[config.mk]
export PLATFORM = sky130hd
export DESIGN_NAME = block_sync_rx
export DESIGN_NICKNAME = d
export VERILOG_FILES = /design/src/rtl/pcs_pkg.sv /design/src/rtl/gearbox_rx.sv /design/src/rtl/block_sync_rx.sv
export SDC_FILE = /design/constraint.sdc
export NUM_CORES = 1
export LEC_CHECK = 0
export CAP_MARGIN = 40
export CORE_UTILIZATION = 41
export CTS_CLUSTER_SIZE = 25
export DETAILED_ROUTE_END_ITERATION = 10
export GPL_TIMING_DRIVEN = 0
export PLACE_DENSITY = 0.67
export SLEW_MARGIN = 5
export SYNTH_ARGS = -nofsm -noshare
export SYNTH_HDL_FRONTEND = slang
export SYNTH_HIERARCHICAL = 1
export SYNTH_SLANG_ARGS = --single-unit
export TNS_END_PERCENT = 10
[constraint.sdc]
create_clock -name clk -period 3 [get_ports clk]
set_input_delay 0.3 -clock clk [delete_from_list [all_inputs] [get_ports clk]]
set_output_delay 0.3 -clock clk [all_outputs]
set_load 0.01 [all_outputs]
[src/rtl/pcs_pkg.sv]
// Shared PCS definitions: sync header values, block-lock FSM states and lock limits.
package pcs_pkg;

    localparam int HEAD_W = 2;

    localparam logic [HEAD_W-1:0] SYNC_DATA = 2'b01;
    localparam logic [HEAD_W-1:0] SYNC_CTRL = 2'b10;

    localparam int SH_CNT_MAX_40G     = 1024;
    localparam int SH_INVALID_MAX_40G = 65;
    localparam int SH_CNT_MAX_10G     = 64;
    localparam int SH_INVALID_MAX_10G = 16;

    typedef enum logic {
        UNLOCKED = 1'b0,
        LOCKED   = 1'b1
    } lock_state_t;

    function automatic logic sync_valid(input logic [HEAD_W-1:0] head);
        return (head == SYNC_DATA) || (head == SYNC_CTRL);
    endfunction

endpackage

[src/rtl/gearbox_rx.sv]
// 64:66 receive gearbox: packs PMA words into a bit buffer, emits 66-bit blocks and executes bit slips.
module gearbox_rx #(
    parameter int DATA_W = 64,
    parameter int HEAD_W = 2
) (
    input  logic                     clk,
    input  logic                     nreset,
    input  logic [DATA_W-1:0]        data_i,
    input  logic                     slip_i,
    output logic                     slip_ack,
    output logic                     valid_o,
    output logic [DATA_W+HEAD_W-1:0] block_o,
    output logic                     slip_o
);

    localparam int BLK_W = DATA_W + HEAD_W;
    localparam int BUF_W = 2 * BLK_W - 2;
    localparam int EXT_W = BUF_W + DATA_W;
    localparam int CNT_W = $clog2(EXT_W);

    localparam logic [CNT_W-1:0] BLK_LEN  = CNT_W'(BLK_W);
    localparam logic [CNT_W-1:0] WORD_LEN = CNT_W'(DATA_W);
    // A slip keeps a whole word in the buffer, so it waits until that word still fits.
    localparam logic [CNT_W-1:0] SLIP_MAX = CNT_W'(BUF_W - DATA_W);

    logic [BUF_W-1:0] buf_q;
    logic [BUF_W-1:0] buf_d;
    logic [CNT_W-1:0] fill_q;
    logic [CNT_W-1:0] fill_d;
    logic [CNT_W-1:0] total;
    logic [EXT_W-1:0] merged;
    logic             emit;

    always_comb begin
        merged   = {{DATA_W{1'b0}}, buf_q} | ({{BUF_W{1'b0}}, data_i} << fill_q);
        total    = fill_q + WORD_LEN;
        slip_ack = slip_i && (fill_q <= SLIP_MAX);
        emit     = 1'b0;
        buf_d    = BUF_W'(merged);
        fill_d   = total;
        if (slip_ack) begin
            buf_d  = BUF_W'(merged >> 1);
            fill_d = total - CNT_W'(1);
        end else if (total >= BLK_LEN) begin
            emit   = 1'b1;
            buf_d  = BUF_W'(merged >> BLK_W);
            fill_d = total - BLK_LEN;
        end
    end

    always_ff @(posedge clk or negedge nreset) begin
        if (!nreset) begin
            buf_q   <= '0;
            fill_q  <= '0;
            valid_o <= 1'b0;
            block_o <= '0;
            slip_o  <= 1'b0;
        end else begin
            buf_q   <= buf_d;
            fill_q  <= fill_d;
            valid_o <= emit;
            slip_o  <= slip_ack;
            if (emit) begin
                block_o <= merged[BLK_W-1:0];
            end
        end
    end

endmodule

[src/rtl/block_sync_rx.sv]
// Per-lane block synchroniser: gearbox plus sync-header lock FSM that slips until headers align.
module block_sync_rx #(
    parameter int DATA_W         = 64,
    parameter int HEAD_W         = pcs_pkg::HEAD_W,
    parameter int SH_CNT_MAX     = pcs_pkg::SH_CNT_MAX_40G,
    parameter int SH_INVALID_MAX = pcs_pkg::SH_INVALID_MAX_40G
) (
    input  logic              clk,
    input  logic              nreset,
    input  logic [DATA_W-1:0] data_i,
    output logic              valid_o,
    output logic [HEAD_W-1:0] head_o,
    output logic [DATA_W-1:0] data_o,
    output logic              lock_o,
    output logic              slip_o
);

    import pcs_pkg::*;

    localparam int BLK_W = DATA_W + HEAD_W;
    localparam int CNT_W = $clog2(SH_CNT_MAX + 1);
    localparam int INV_W = $clog2(SH_INVALID_MAX + 1);

    localparam logic [CNT_W-1:0] CNT_LAST = CNT_W'(SH_CNT_MAX);
    localparam logic [INV_W-1:0] INV_LAST = INV_W'(SH_INVALID_MAX);

    logic [BLK_W-1:0] block;
    logic             gb_valid;
    logic             slip_ack;
    logic             head_ok;
    logic             request;

    lock_state_t      state_q;
    lock_state_t      state_d;
    logic [CNT_W-1:0] sh_cnt_q;
    logic [CNT_W-1:0] sh_cnt_d;
    logic [CNT_W-1:0] sh_cnt_inc;
    logic [INV_W-1:0] inv_q;
    logic [INV_W-1:0] inv_d;
    logic [INV_W-1:0] inv_inc;
    logic             pending_q;
    logic             pending_d;

    gearbox_rx #(
        .DATA_W (DATA_W),
        .HEAD_W (HEAD_W)
    ) u_gearbox (
        .clk      (clk),
        .nreset   (nreset),
        .data_i   (data_i),
        .slip_i   (pending_q),
        .slip_ack (slip_ack),
        .valid_o  (gb_valid),
        .block_o  (block),
        .slip_o   (slip_o)
    );

    always_ff @(posedge clk or negedge nreset) begin
        if (!nreset) begin
            state_q   <= UNLOCKED;
            sh_cnt_q  <= '0;
            inv_q     <= '0;
            pending_q <= 1'b0;
        end else begin
            state_q   <= state_d;
            sh_cnt_q  <= sh_cnt_d;
            inv_q     <= inv_d;
            pending_q <= pending_d;
        end
    end

    // Blocks arriving while a slip is outstanding straddle the old alignment and are not judged.
    always_comb begin
        state_d    = state_q;
        sh_cnt_d   = sh_cnt_q;
        inv_d      = inv_q;
        request    = 1'b0;
        head_ok    = sync_valid(block[HEAD_W-1:0]);
        sh_cnt_inc = sh_cnt_q + CNT_W'(1);
        inv_inc    = inv_q + INV_W'(1);
        if (gb_valid && !pending_q) begin
            case (state_q)
                UNLOCKED: begin
                    if (!head_ok) begin
                        request  = 1'b1;
                        sh_cnt_d = '0;
                    end else if (sh_cnt_inc == CNT_LAST) begin
                        state_d  = LOCKED;
                        sh_cnt_d = '0;
                        inv_d    = '0;
                    end else begin
                        sh_cnt_d = sh_cnt_inc;
                    end
                end
                LOCKED: begin
                    if (!head_ok && (inv_inc == INV_LAST)) begin
                        state_d  = UNLOCKED;
                        request  = 1'b1;
                        sh_cnt_d = '0;
                        inv_d    = '0;
                    end else if (sh_cnt_inc == CNT_LAST) begin
                        sh_cnt_d = '0;
                        inv_d    = '0;
                    end else begin
                        sh_cnt_d = sh_cnt_inc;
                        if (!head_ok) begin
                            inv_d = inv_inc;
                        end
                    end
                end
                default: state_d = UNLOCKED;
            endcase
        end
        pending_d = (pending_q && !slip_ack) || request;
    end

    assign valid_o = gb_valid;
    assign head_o  = block[HEAD_W-1:0];
    assign data_o  = block[BLK_W-1:HEAD_W];
    assign lock_o  = (state_q == LOCKED);

endmodule

==> flow_summary.toml <==
[sta]
slew_viol_final = 0
fin_skew_ps = 23.6
clock.fmax_mhz = 289
fin_crit_ps = 3460
tightest_slew_ps = 1080
setup_ws_ps = -461
period_share_pct = 115
slew_headroom_pct = 27.6
hold_violations = 0
rsz0062_at_grt = "true"
setup_violations = 167

[route]
wirelength_um = 111000
vias_per_cell = 7.64
first_iter_violations = 3271
drt-pass1-iter-count = 6
wl_per_cell_um = 40.3
drc = 0
via_count = 21000
detail-route-antenna-nets = 0

[global_routing]
grt_overflow = 0
antenna_found_initial = 4
grt_pass1_vias = 19800
grt_start_max_net_pins = 117
grt_pass1_wl_um = 153000
grtUsageTotal_pct = 49.9

[final_layout]
layout-drive-gt1-share_pct = 35.2
syn2layout_area_growth_pct = 40.6
fin_cells = 2751
multi_input_area_sq_mm = 0.0129
nets = 2268
seq_area_sq_mm = 0.00566
nFillCells = 3698
final_area_sq_mm = 0.0247
mostFrequentLayoutCell = "dfrtp_1"
final_cell_mix = "dfrtp_1, nand2_1, clkdlybuf4s50_1"
fin_util_pct = 58.7

[place]
place_area_sq_mm = 0.0201
dp_cells = 2594
place_congestion = 1.10
port-buffer-count = 134
place_ws_ps = -2020
hpwl_um = 83600

[synth]
synthAdderAreaFrac_pct = 0.713
synth.distinct_cells = 90
synth_compound_area_share_pct = 25.5
yosys-top-cells-area = "dfrtp_1, mux4_2, nand2_1"
ys_seq_area_share_pct = 32.2
yosys_warnings = 6
synthArstFlopShare_pct = 100
synth_area_per_cell_sq_um = 9.36
synth_top_family_by_area = "compound AO/OA/AOI/OAI gates"
yosys.area_share.simple_pct = 13.1
synth_edf_count = 0
ys_ff_latch = 226
yosys.area.top_type = "dfrtp_1"
synth_top_area_share_pct = 32.2
netlist_area_sq_mm = 0.0176
syn_inst = 1875
synth_xor_area_share_pct = 0.791
syn_nets = 1951
ys.flop_type = "dfrtp_1"
muxShareOfSynthArea_pct = 22.8

[die]
fp.dieH_um = 209
dieArea_sq_mm = 0.0436
coreArea_sq_mm = 0.0420
rows = 75
io_pins = 135
start_util_pct = 41.7
die_x_um = 209

[worst_setup_path]
start_kind = "flip-flop"
cp_max_fo = 6
crit_top_cell = "buf_12"
max_stage_delay_ps = 590
worstSetupPathType = "reg -> reg"
crit_buf_inv = 5
worstPathRequired_ps = 3450
crit_chain = "buf_12 -> buf_12 -> buf_16 -> mux4_2 -> buf_6 -> mux2i_1 -> a221oi_1 -> buf_2 -> a221o_2 -> a221o_1"
crit_arrival_ps = 3920
cp_top_family = "compound AO/OA/AOI/OAI gates"
critPathSlowestCell = "mux4_2"
crit_path_end_kind = "flip-flop"

[clock_network]
cts_buffer_depth = 3
cts_tree = "done"
cts-root-buf = "clkbuf_16"
clkTransAtPathRegs_ps = 70
clk_latency_ps = 570
cts_buffers = 27
cts_sinks = 226
htree_levels = 1

[worst_hold_path]
hp-class = "in -> async"

[run_status]
violations = "setup timing"
status = "finished, violations left"

[flow_run]
cap_violations = 0
[layer usage]
metal / global-route usage [%] / vias to the layer above / part of all wire [%]
met5: 1.11 / - / 0.045
met4: 30.1 / 8 / 8.1
met3: 21.5 / 585 / 16
met2: 68.9 / 2086 / 39
met1: 64.0 / 10400 / 36
li1: - / 7925 / -
[state kept, by name (all words and copies together), names as in the netlist]
signal / count
inv_q: 7
u_gearbox/fill_q: 8
lock_o: 1
u_gearbox/buf_q: 130
u_gearbox/valid_o: 1
sh_cnt_q: 11
u_gearbox/slip_o: 1
u_gearbox/block_o: 66
pending_q: 1
[through the flow]
stage                     TNS [ps]  hold WS, ps
after floorplan                  0         4.41
after CTS                   -24170          158
after global placement    -2253690          464
after detailed placement   -289570          155
final                       -35940          164
after global routing        -36950          186
[timing repair]
item / in CTS / in global routing
buffers inserted: 57 / 45
endpoints found under the setup margin: 207 / 204
cloned: 4 / 1
hold buffers: 1 / 0
gates resized for setup: 480 / 199
pin swaps: 75 / 62
hold endpoints to repair: 60 / 0
[synth_stat cells, types with 10 or more instances]
| library cell | n |
|---|---|
| mux4_2 | 109 |
| nand2_1 | 222 |
| a221oi_1 | 34 |
| and2_1 | 13 |
| a221o_1 | 22 |
| or3_1 | 12 |
| mux2i_1 | 68 |
| o211ai_1 | 19 |
| buf_1 | 25 |
| mux2_2 | 60 |
| nor3_1 | 28 |
| o221ai_1 | 29 |
| o2bb2ai_1 | 15 |
| clkbuf_1 | 108 |
| nand3_1 | 49 |
| o21ai_1 | 30 |
| a31oi_1 | 16 |
| a21oi_1 | 156 |
| xnor2_1 | 11 |
| a21o_1 | 20 |
| a22oi_1 | 34 |
| a211oi_1 | 12 |
| o22ai_1 | 44 |
| buf_2 | 20 |
| ha_1 | 10 |
| nor2b_1 | 10 |
| inv_1 | 21 |
| a22o_1 | 17 |
| o21ai_0 | 106 |
| dfrtp_1 | 226 |
| nor2_1 | 145 |
[cells by family (layout without fill, tap and decap cells)]
| kind of cell | after synthesis | count (layout) |
|---|---|---|
| compound gates | 657 | 657 |
| other cells | 0 | 2 |
| simple gates | 525 | 525 |
| xor+xnor | 15 | 15 |
| fa+ha+maj | 10 | 10 |
| mux | 247 | 247 |
| flops | 226 | 226 |
| buf+inv | 195 | 530 |
[worst paths after layout]
check                                               endpoint  slack [ps]                         startpoint  depth (start not counted)
setup / recovery               u_gearbox/buf_q[89]$_DFF_PN0_        -460    u_gearbox/fill_q[0]$_DFFE_PN0P_                         10
hold / removal                          inv_q[1]$_DFFE_PN0P_         160                             nreset                          2
setup reg to reg               u_gearbox/buf_q[89]$_DFF_PN0_        -460    u_gearbox/fill_q[0]$_DFFE_PN0P_                         10
hold reg to reg            u_gearbox/block_o[62]$_DFFE_PN0P_         470  u_gearbox/block_o[62]$_DFFE_PN0P_                          2
max in group asynchronous  u_gearbox/block_o[42]$_DFFE_PN0P_        1490                             nreset                          4
min in group clk           u_gearbox/block_o[62]$_DFFE_PN0P_         470  u_gearbox/block_o[62]$_DFFE_PN0P_                          2
[layout make-up]
type | count | share of cell area (%)
diodes | 2 | 0.0203
clock buffers | 34 | 3.01
inverters | 28 | 0.522
plain buffers | 163 | 5.05
multi-input cells | 1454 | 52.3
well taps | 539 | 2.73
clock inverters | 13 | 1.13
flip-flops and latches | 226 | 22.9
repair buffers | 292 | 12.3
Power is left out: the tool's default activity adds up to more than one toggle a clock period on the data nets, which glitch-free logic cannot reach.
